<file path="config.mk">
export PLATFORM = sky130hd
export DESIGN_NAME = implication_queue
export DESIGN_NICKNAME = d
export VERILOG_FILES = /design/src/rtl/implication_queue.sv
export SDC_FILE = /design/constraint.sdc
export NUM_CORES = 1
export LEC_CHECK = 0
export CAP_MARGIN = 0
export CORE_ASPECT_RATIO = 0.7
export CORE_MARGIN = 3
export CORE_UTILIZATION = 63
export DETAILED_ROUTE_END_ITERATION = 10
export MAX_ROUTING_LAYER = met4
export PLACE_DENSITY = 0.82
export RECOVER_POWER = 25
export SYNTH_ARGS = -nofsm -noshare
export SYNTH_HDL_FRONTEND = slang
export SYNTH_SLANG_ARGS = --single-unit
</file>
<file path="constraint.sdc">
create_clock -name clock -period 10.55 [get_ports clock]
set_input_delay 1.5825 -clock clock [delete_from_list [all_inputs] [get_ports clock]]
set_output_delay 1.5825 -clock clock [all_outputs]
set_load 0.02 [all_outputs]
</file>
<file path="src/rtl/implication_queue.sv">
// -----------------------------------------------------------------------------
// implication_queue
//
// Buffers unit-clause implications between the clause evaluator and the
// assignment writer of a SAT solver.  Implications are stored in a circular
// FIFO.  A per-variable pending table remembers which variables are queued
// and with which polarity, so that:
//   - a repeat implication with the same polarity is dropped silently,
//   - a repeat implication with the opposite polarity raises a sticky
//     conflict, which freezes both sides until a flush (backtrack).
//
// Ports
//   clock         rising-edge clock
//   reset         asynchronous, active-high reset
//   flush         backtrack: empties queue, clears pending table and conflict
//   in_valid      implication offered
//   in_variable   implied variable index
//   in_value      implied polarity
//   in_ready      implication accepted this cycle when in_valid is high
//   out_valid     head entry available
//   out_variable  head variable index
//   out_value     head polarity
//   out_ready     writer consumes the head this cycle
//   conflict      sticky conflict flag
//   count         current occupancy (0..QUEUE_DEPTH)
//   drop_count    (only with IMPL_QUEUE_STATS_EN) saturating count of
//                 same-polarity drops, cleared by reset and flush
//
// Build option
//   IMPL_QUEUE_STATS_EN  when defined, adds the drop_count output and counter.
// -----------------------------------------------------------------------------
module implication_queue #(
    parameter int NUM_VARIABLE   = 128,
    parameter int VARIABLE_INDEX = $clog2(NUM_VARIABLE) - 1,
    parameter int QUEUE_DEPTH    = 8
) (
    input  logic                          clock,
    input  logic                          reset,
    input  logic                          flush,
    input  logic                          in_valid,
    input  logic [VARIABLE_INDEX:0]       in_variable,
    input  logic                          in_value,
    output logic                          in_ready,
    output logic                          out_valid,
    output logic [VARIABLE_INDEX:0]       out_variable,
    output logic                          out_value,
    input  logic                          out_ready,
    output logic                          conflict,
    output logic [$clog2(QUEUE_DEPTH):0]  count
`ifdef IMPL_QUEUE_STATS_EN
    ,
    output logic [15:0]                   drop_count
`endif
);

    localparam int PTR_W = $clog2(QUEUE_DEPTH);
    localparam int CNT_W = PTR_W + 1;

    localparam logic [CNT_W-1:0] FULL_COUNT = CNT_W'(QUEUE_DEPTH);
    localparam logic [CNT_W-1:0] CNT_ZERO   = {CNT_W{1'b0}};
    localparam logic [CNT_W-1:0] CNT_ONE    = CNT_W'(1);
    localparam logic [PTR_W-1:0] PTR_ZERO   = {PTR_W{1'b0}};
    localparam logic [PTR_W-1:0] PTR_ONE    = PTR_W'(1);

    localparam logic [0:0] STATE_RUN      = 1'b0;
    localparam logic [0:0] STATE_CONFLICT = 1'b1;

    logic [0:0]              state;
    logic [PTR_W-1:0]        head;
    logic [PTR_W-1:0]        tail;
    logic [NUM_VARIABLE-1:0] pending;
    logic [NUM_VARIABLE-1:0] pending_value;

    logic [VARIABLE_INDEX:0] fifo_variable [QUEUE_DEPTH];
    logic                    fifo_value    [QUEUE_DEPTH];

    logic             full;
    logic             empty;
    logic             accept;
    logic             dequeue;
    logic             hit;
    logic             same;
    logic             drop;
    logic             clash;
    logic             enqueue;
    logic [CNT_W-1:0] count_next;

    assign conflict = (state == STATE_CONFLICT);

    // Handshake decode and classification of the offered implication.
    // The pending lookup uses the pre-edge table, so a variable leaving
    // the head in this very cycle still counts as pending.
    always_comb begin
        full         = (count == FULL_COUNT);
        empty        = (count == CNT_ZERO);
        in_ready     = ~full & ~conflict & ~flush;
        out_valid    = ~empty & ~conflict;
        accept       = in_valid & in_ready;
        // flush overrides any consume offered in the same cycle
        dequeue      = out_valid & out_ready & ~flush;
        hit          = pending[in_variable];
        same         = (pending_value[in_variable] == in_value);
        drop         = accept & hit & same;
        clash        = accept & hit & ~same;
        enqueue      = accept & ~hit;
        out_variable = fifo_variable[head];
        out_value    = fifo_value[head];
        case ({enqueue, dequeue})
            2'b10:   count_next = count + CNT_ONE;
            2'b01:   count_next = count - CNT_ONE;
            default: count_next = count;
        endcase
    end

    // Control state, pointers, occupancy and the pending table.
    always_ff @(posedge clock or posedge reset) begin
        if (reset) begin
            state         <= STATE_RUN;
            head          <= PTR_ZERO;
            tail          <= PTR_ZERO;
            count         <= CNT_ZERO;
            pending       <= {NUM_VARIABLE{1'b0}};
            pending_value <= {NUM_VARIABLE{1'b0}};
        end else if (flush) begin
            state         <= STATE_RUN;
            head          <= PTR_ZERO;
            tail          <= PTR_ZERO;
            count         <= CNT_ZERO;
            pending       <= {NUM_VARIABLE{1'b0}};
            pending_value <= {NUM_VARIABLE{1'b0}};
        end else begin
            case (state)
                STATE_RUN: begin
                    if (clash) begin
                        state <= STATE_CONFLICT;
                    end
                end
                STATE_CONFLICT: state <= STATE_CONFLICT;
                default:        state <= STATE_RUN;
            endcase
            count <= count_next;
            if (dequeue) begin
                head                          <= head + PTR_ONE;
                pending[fifo_variable[head]]  <= 1'b0;
            end
            // An enqueued variable is never the one being dequeued (it
            // would have been pending), so set and clear never collide.
            if (enqueue) begin
                tail                       <= tail + PTR_ONE;
                pending[in_variable]       <= 1'b1;
                pending_value[in_variable] <= in_value;
            end
        end
    end

    // FIFO storage; contents are meaningless while the slot is not occupied.
    always_ff @(posedge clock) begin
        if (enqueue) begin
            fifo_variable[tail] <= in_variable;
            fifo_value[tail]    <= in_value;
        end
    end

`ifdef IMPL_QUEUE_STATS_EN
    // Saturating count of same-polarity duplicate drops.
    always_ff @(posedge clock or posedge reset) begin
        if (reset) begin
            drop_count <= 16'h0000;
        end else if (flush) begin
            drop_count <= 16'h0000;
        end else if (drop && (drop_count != 16'hFFFF)) begin
            drop_count <= drop_count + 16'h0001;
        end
    end
`else
    // Without the statistics counter a duplicate is simply discarded.
    logic unused_drop;
    assign unused_drop = drop;
`endif

endmodule

</file>
==> flow_summary.ini, run 1 <==
[status]
status = complete, but fails checks
violations = max-capacitance violations, max-slew violations

[placed_design]
place_inst = 1807
dpl_cell_area_um2 = 16900
gp_congestion = 0.9669
place_hpwl_um = 30260
dp_slack_ps = 3797
port_buffers = 27

[global_route]
grt_pass1_wl_um = 79540
antenna_found_initial = 3
grt_pass1_vias = 13550
grt_start_max_net_pins = 129
grt_usage_pct = 37.73
grt_overflow = 0

[final_layout]
fin_util_pct = 71.38
multi_input_area_um2 = 7315
postLayoutCellArea_um2 = 18000
final_layout_size_suffix_gt1_share_pct = 10.84
layout_commonest_cell = dfrtp_1
final_cell_mix = 267 x dfrtp_1, 173 x mux2i_1, 147 x nand2_1
fillers = 1763
seqCellArea_um2 = 8603
nNetsFinal = 1532
area_growth_pct = 9.106
fin_cells = 1866

[route]
drc = 0
wl_per_cell_um = 27.27
first_iter_violations = 2456
detail-route-antenna-nets = 0
avgViaCountPerCell = 7.344
via_count = 13700
drt_wl_total_um = 50890
dr.pass1.iters = 7

[clocking]
htreeDepth = 1
cts_setup_buffers = 0
clock-sinks = 331
cts_tree = yes
hold_buffers = 0
clock_path_buffers = 3
insertion_delay_ps = 590
clkTransAtPathRegs_ps = 70
cts_buffers = 31
cts_resized = 0
cts_root_buf = clkbuf_16

[power_and_ir_drop]
p_per_area_nw_per_um2 = 170.9
ir_drop_mv = 0.2552
finalPower_mw = 3.076
leakagePower_nw = 7.920

[min_path]
hold_path_startpoint = pending_value[104]
min_path_type = reg -> reg
min_path_cells = 2
holdPathEnd = pending_value[104]

[yosys]
yosys_warnings = 0
ys_ff_latch = 331
syn_inst = 1559
synth_cell_type_count = 64
synth_nets = 1576
synth_edf_count = 64
synth-seq-area-share_pct = 52.13
synth_area_um2 = 16500
synth_ff_type = dfrtp_1
async_flop_share_pct = 80.66
postSynthAreaPerCell_um2 = 10.59

[worst_setup_path]
rr_endpoint = pending_value[97]
crit_path_start_kind = input pin
cp-end-kind = flip-flop
worstReg2RegStart = pending[55]
crit_fanout = 92
r2r_cells = 10
required_ps = 10960
path_class = in -> reg
arrival_ps = 7470
rrSetupSlack_ps = 5880

[die]
die_w_um = 199.4
core_area_um2 = 25220
num_rows = 48
io_pins = 28
die_h_um = 141.4
start_util_pct = 65.42
dieArea_um2 = 28200

[timing]
whs_ps = 524.8
hold_viol_final = 0
rsz0062_at_grt = false
period_needed_ps = 7057
fmax_mhz = 141.7
finalCritPeriodShare_pct = 66.89
finalSetupTns_ps = 0
setup_viol = 0
layout_setup_ws_ps = 3493
max_slew.worst_pin.slew_ps = 5853
slew_headroom_pct = -292.3
finalMaxSlewViolations = 177
finClkSkew_ps = 18.48

[flow_run]
cap_viol_max_count = 3
==> where the power goes <==
group,internal (mW),leakage (nW),switching [mW]
clock,0.709,0.558,0.507
combinational,0.159,3.06,0.364
sequential,1.32,4.31,0.0176
==> critical path, stage by stage <==
cell	delay [ps]
clkbuf_1	1040
buf_4	600
mux4_2	590
mux4_2	480
o22ai_1	180
nor3_1	130
nor4b_4	250
buf_4	400
and2_4	630
buf_4	940
nand3_1	320
mux2i_1	190
==> cells in the mapped netlist (all sizes together) (13+ instances only) <==
cell | instances | area share [%]
nor2 | 81 | 1.9
clkbuf | 95 | 2.2
mux2 | 23 | 1.6
nor3 | 13 | 0.39
a21oi | 139 | 4.2
mux2i | 173 | 10
a221oi | 16 | 0.85
o21ai | 136 | 4.1
nand4 | 38 | 1.4
buf | 45 | 1.4
mux4 | 37 | 5.0
nand2 | 148 | 3.4
edfxtp | 64 | 12
nand3 | 140 | 4.2
dfrtp | 267 | 40
==> state kept, by name, summed over array words and instances (netlist names) <==
| register | flops |
|---|---|
| fifo_variable | 56 |
| fifo_value | 8 |
| count | 4 |
| pending_value | 128 |
| pending | 128 |
| tail | 3 |
| head | 3 |
| conflict | 1 |
==> cell type report <==
cell class                 instances  share of cell area [%]
timing repair buffer              63                   2.821
multi-input combinational       1076                   40.63
tap                              325                   2.259
antenna                            1                 0.01390
sequential                       331                   47.78
clock buffer                      46                   5.372
inverter                          12                  0.2571
clock inverter                    12                  0.8687
==> how the worst max path moves through the flow <==
stage / startpoint / end / slack (ps) / cells past startpoint
floorplan: reset / conflict / 1610 / 1
global placement: in_variable[0] / pending_value[68] / 3890 / 12
detailed placement: in_variable[0] / pending_value[67] / 3800 / 12
CTS: in_variable[0] / pending_value[97] / 4350 / 12
global route: in_variable[0] / pending_value[88] / 3380 / 12
finish: in_variable[0] / pending_value[97] / 3490 / 12
==> per-layer routing <==
layer | global-route usage [%] | up-vias | routed length (um)
met1 | 52.74 | 6663 | 19050
met2 | 50.98 | 1177 | 21130
met5 | - | - | 0
li1 | - | 5627 | -
met4 | 13.65 | 0 | 2337
met3 | 13.84 | 236 | 8375
==> kinds of logic (layout without fill, tap and decap cells) <==
group / count (synthesis) / in the layout / share of synthesized area [%]
simple gates: 466 / 466 / 13.32
flops: 331 / 331 / 52.13
xor+xnor: 7 / 7 / 0.3715
buf+inv: 152 / 133 / 3.852
other cells: 0 / 1 / 0
mux: 233 / 233 / 17.11
compound gates: 366 / 366 / 12.90
fa+ha+maj: 4 / 4 / 0.3033
Power figures use the tool's default switching activity.
==> inputs of run 2 (changes only) <==
- clock period: 10.55 -> 7.2 ns (I/O delays scaled with it)
==> run 2 against run 1 <==
The flow still finishes with violations (max-capacitance violations, max-slew violations). Die area stayed put. Clock-buffer cell count is 6 lower. Sequential share of layout area is 0.093 points higher. Worst setup slack worse by 2000 ps. Hold slack better by 5.4 ps. Sequential cell count stayed put. Wire length is 1.7% higher. Global-route usage is 0.59 points higher. Register-to-register slack worse by 2800 ps. First-iteration DRC count is 8.0% higher. Sequential power is 46% higher. Critical path type unchanged. Largest power group unchanged. Highest routed layer unchanged.
==> flow_summary.ini, run 2 (synthesis gave the netlist of run 1 again) <==
[status]
status = complete, but fails checks
violations = max-capacitance violations, max-slew violations

[route]
first_iter_violations = 2652
drt_wl_total_um = 51740
avgViaCountPerCell = 7.461
wl_per_cell_um = 27.67
dr.pass1.iters = 9
via_count = 13950
detail-route-antenna-nets = 0
drc = 0

[timing]
whs_ps = 530.3
slew_headroom_pct = -118.4
finClkSkew_ps = 16.66
finalCritPeriodShare_pct = 79.69
finalSetupTns_ps = 0
fmax_mhz = 174.3
finalMaxSlewViolations = 173
rsz0062_at_grt = false
period_needed_ps = 5738
max_slew.worst_pin.slew_ps = 3276
setup_viol = 0
hold_viol_final = 0

[final_layout]
final_cell_mix = 267 x dfrtp_1, 173 x mux2i_1, 147 x nand2_1
area_growth_pct = 8.894
nNetsFinal = 1538
fillers = 1745
top_regs = pending: 128 flops, pending_value: 128 flops, fifo_variable: 56 flops
layout_commonest_cell = dfrtp_1
final_layout_size_suffix_gt1_share_pct = 10.74
antenna_cells = 0

[clocking]
cts_root_buf = clkbuf_16
hold_buffers = 0
clock_path_buffers = 3
cts_buffers = 31
cts_tree = yes
insertion_delay_ps = 590
cts_setup_buffers = 0
htreeDepth = 1
clkTransAtPathRegs_ps = 70
clock-sinks = 331
cts_resized = 0

[die]
core_area_um2 = 25220
start_util_pct = 65.42
die_w_um = 199.4
dieArea_um2 = 28200
io_pins = 28
die_h_um = 141.4
num_rows = 48

[worst_setup_path]
crit_fanout = 64
cp-end-kind = flip-flop
rrSetupSlack_ps = 3060
required_ps = 7410
crit_path_start_kind = input pin
arrival_ps = 5940
path_class = in -> reg

[global_route]
grt_usage_pct = 38.32
grt_pass1_vias = 13700
grt_pass1_wl_um = 80420
grt_start_max_net_pins = 168
grt_overflow = 0
antenna_found_initial = 0

[placed_design]
port_buffers = 27
gp_congestion = 0.9940
place_hpwl_um = 31020

[power_and_ir_drop]
leakagePower_nw = 7.904
ir_drop_mv = 0.3257
p_per_area_nw_per_um2 = 247.1

[min_path]
min_path_type = reg -> reg

[flow_run]
cap_viol_max_count = 4
-- run 2: cell count changes in the layout (fill, tap and decap cells not counted), moves of 2 or more --
cell / previous run / this run
clkbuf_1: 8 / 12
clkinv_2: 5 / 10
clkbuf_8: 11 / 5
buf_12: 0 / 2
-- run 2: worst max-delay path, cell delays in order --
cell           delay [ps]
dlygate4sd3_1         520
clkbuf_1             1100
inv_1                 170
a221oi_1              290
o21a_1                170
a2111oi_1              70
buf_4                 240
nor3_2                200
buf_4                 410
and2_4                740
nand2_1               250
nor2_1                650
-- run 2: area by class of cell --
cell class	instances	area [um^2]	area share [%]
clock buffer	40	859.6	4.783
clock inverter	17	173.9	0.9678
inverter	12	47.55	0.2646
multi-input combinational	1076	7311	40.68
sequential	331	8603	47.88
tap	325	406.6	2.263
timing repair buffer	69	568.0	3.161
-- run 2: worst paths after layout --
| kind | start | endpoint | cells past startpoint |
|---|---|---|---|
| worst max-delay path | in_variable[4] | fifo_variable[7][1] | 12 |
| worst min-delay path | pending_value[102] | pending_value[102] | 2 |
| worst max register to register | pending[117] | fifo_variable[7][1] | 10 |
| worst min register to register | pending_value[102] | pending_value[102] | 2 |
| max in group asynchronous | reset | pending_value[18] | 3 |
| min in group asynchronous | reset | count[1] | 2 |
-- run 2: per-layer routing --
metal / part of all wire, % / vias to the layer above / GRT usage, %
met5: 0 / - / -
met4: 5.3 / 0 / 15.49
met3: 16 / 284 / 13.96
met2: 41 / 1262 / 51.19
met1: 38 / 6756 / 53.49
li1: - / 5651 / -
-- run 2: per-stage QoR --
stage                     utilization (%)  power (mW)  instance area (um^2)  instances  worst slack [ps]
after floorplan                         -       2.474                 16510       1559              2529
after global placement              67.26       2.738                 16970       1813              1785
after detailed placement            67.26       2.751                 16970       1813              1605
after CTS                           71.36       4.414                 18000       1870              2185
after global routing                71.24       4.552                 17970       1870              1266
final                               71.24       4.441                 17970       1870              1462
-- run 2: power breakdown --
part | internal (mW) | leakage, nW | switching [mW]
sequential | 1.93 | 4.31 | 0.0260
combinational | 0.237 | 3.09 | 0.556
clock | 0.951 | 0.513 | 0.738
total | 3.12 | 7.90 | 1.32
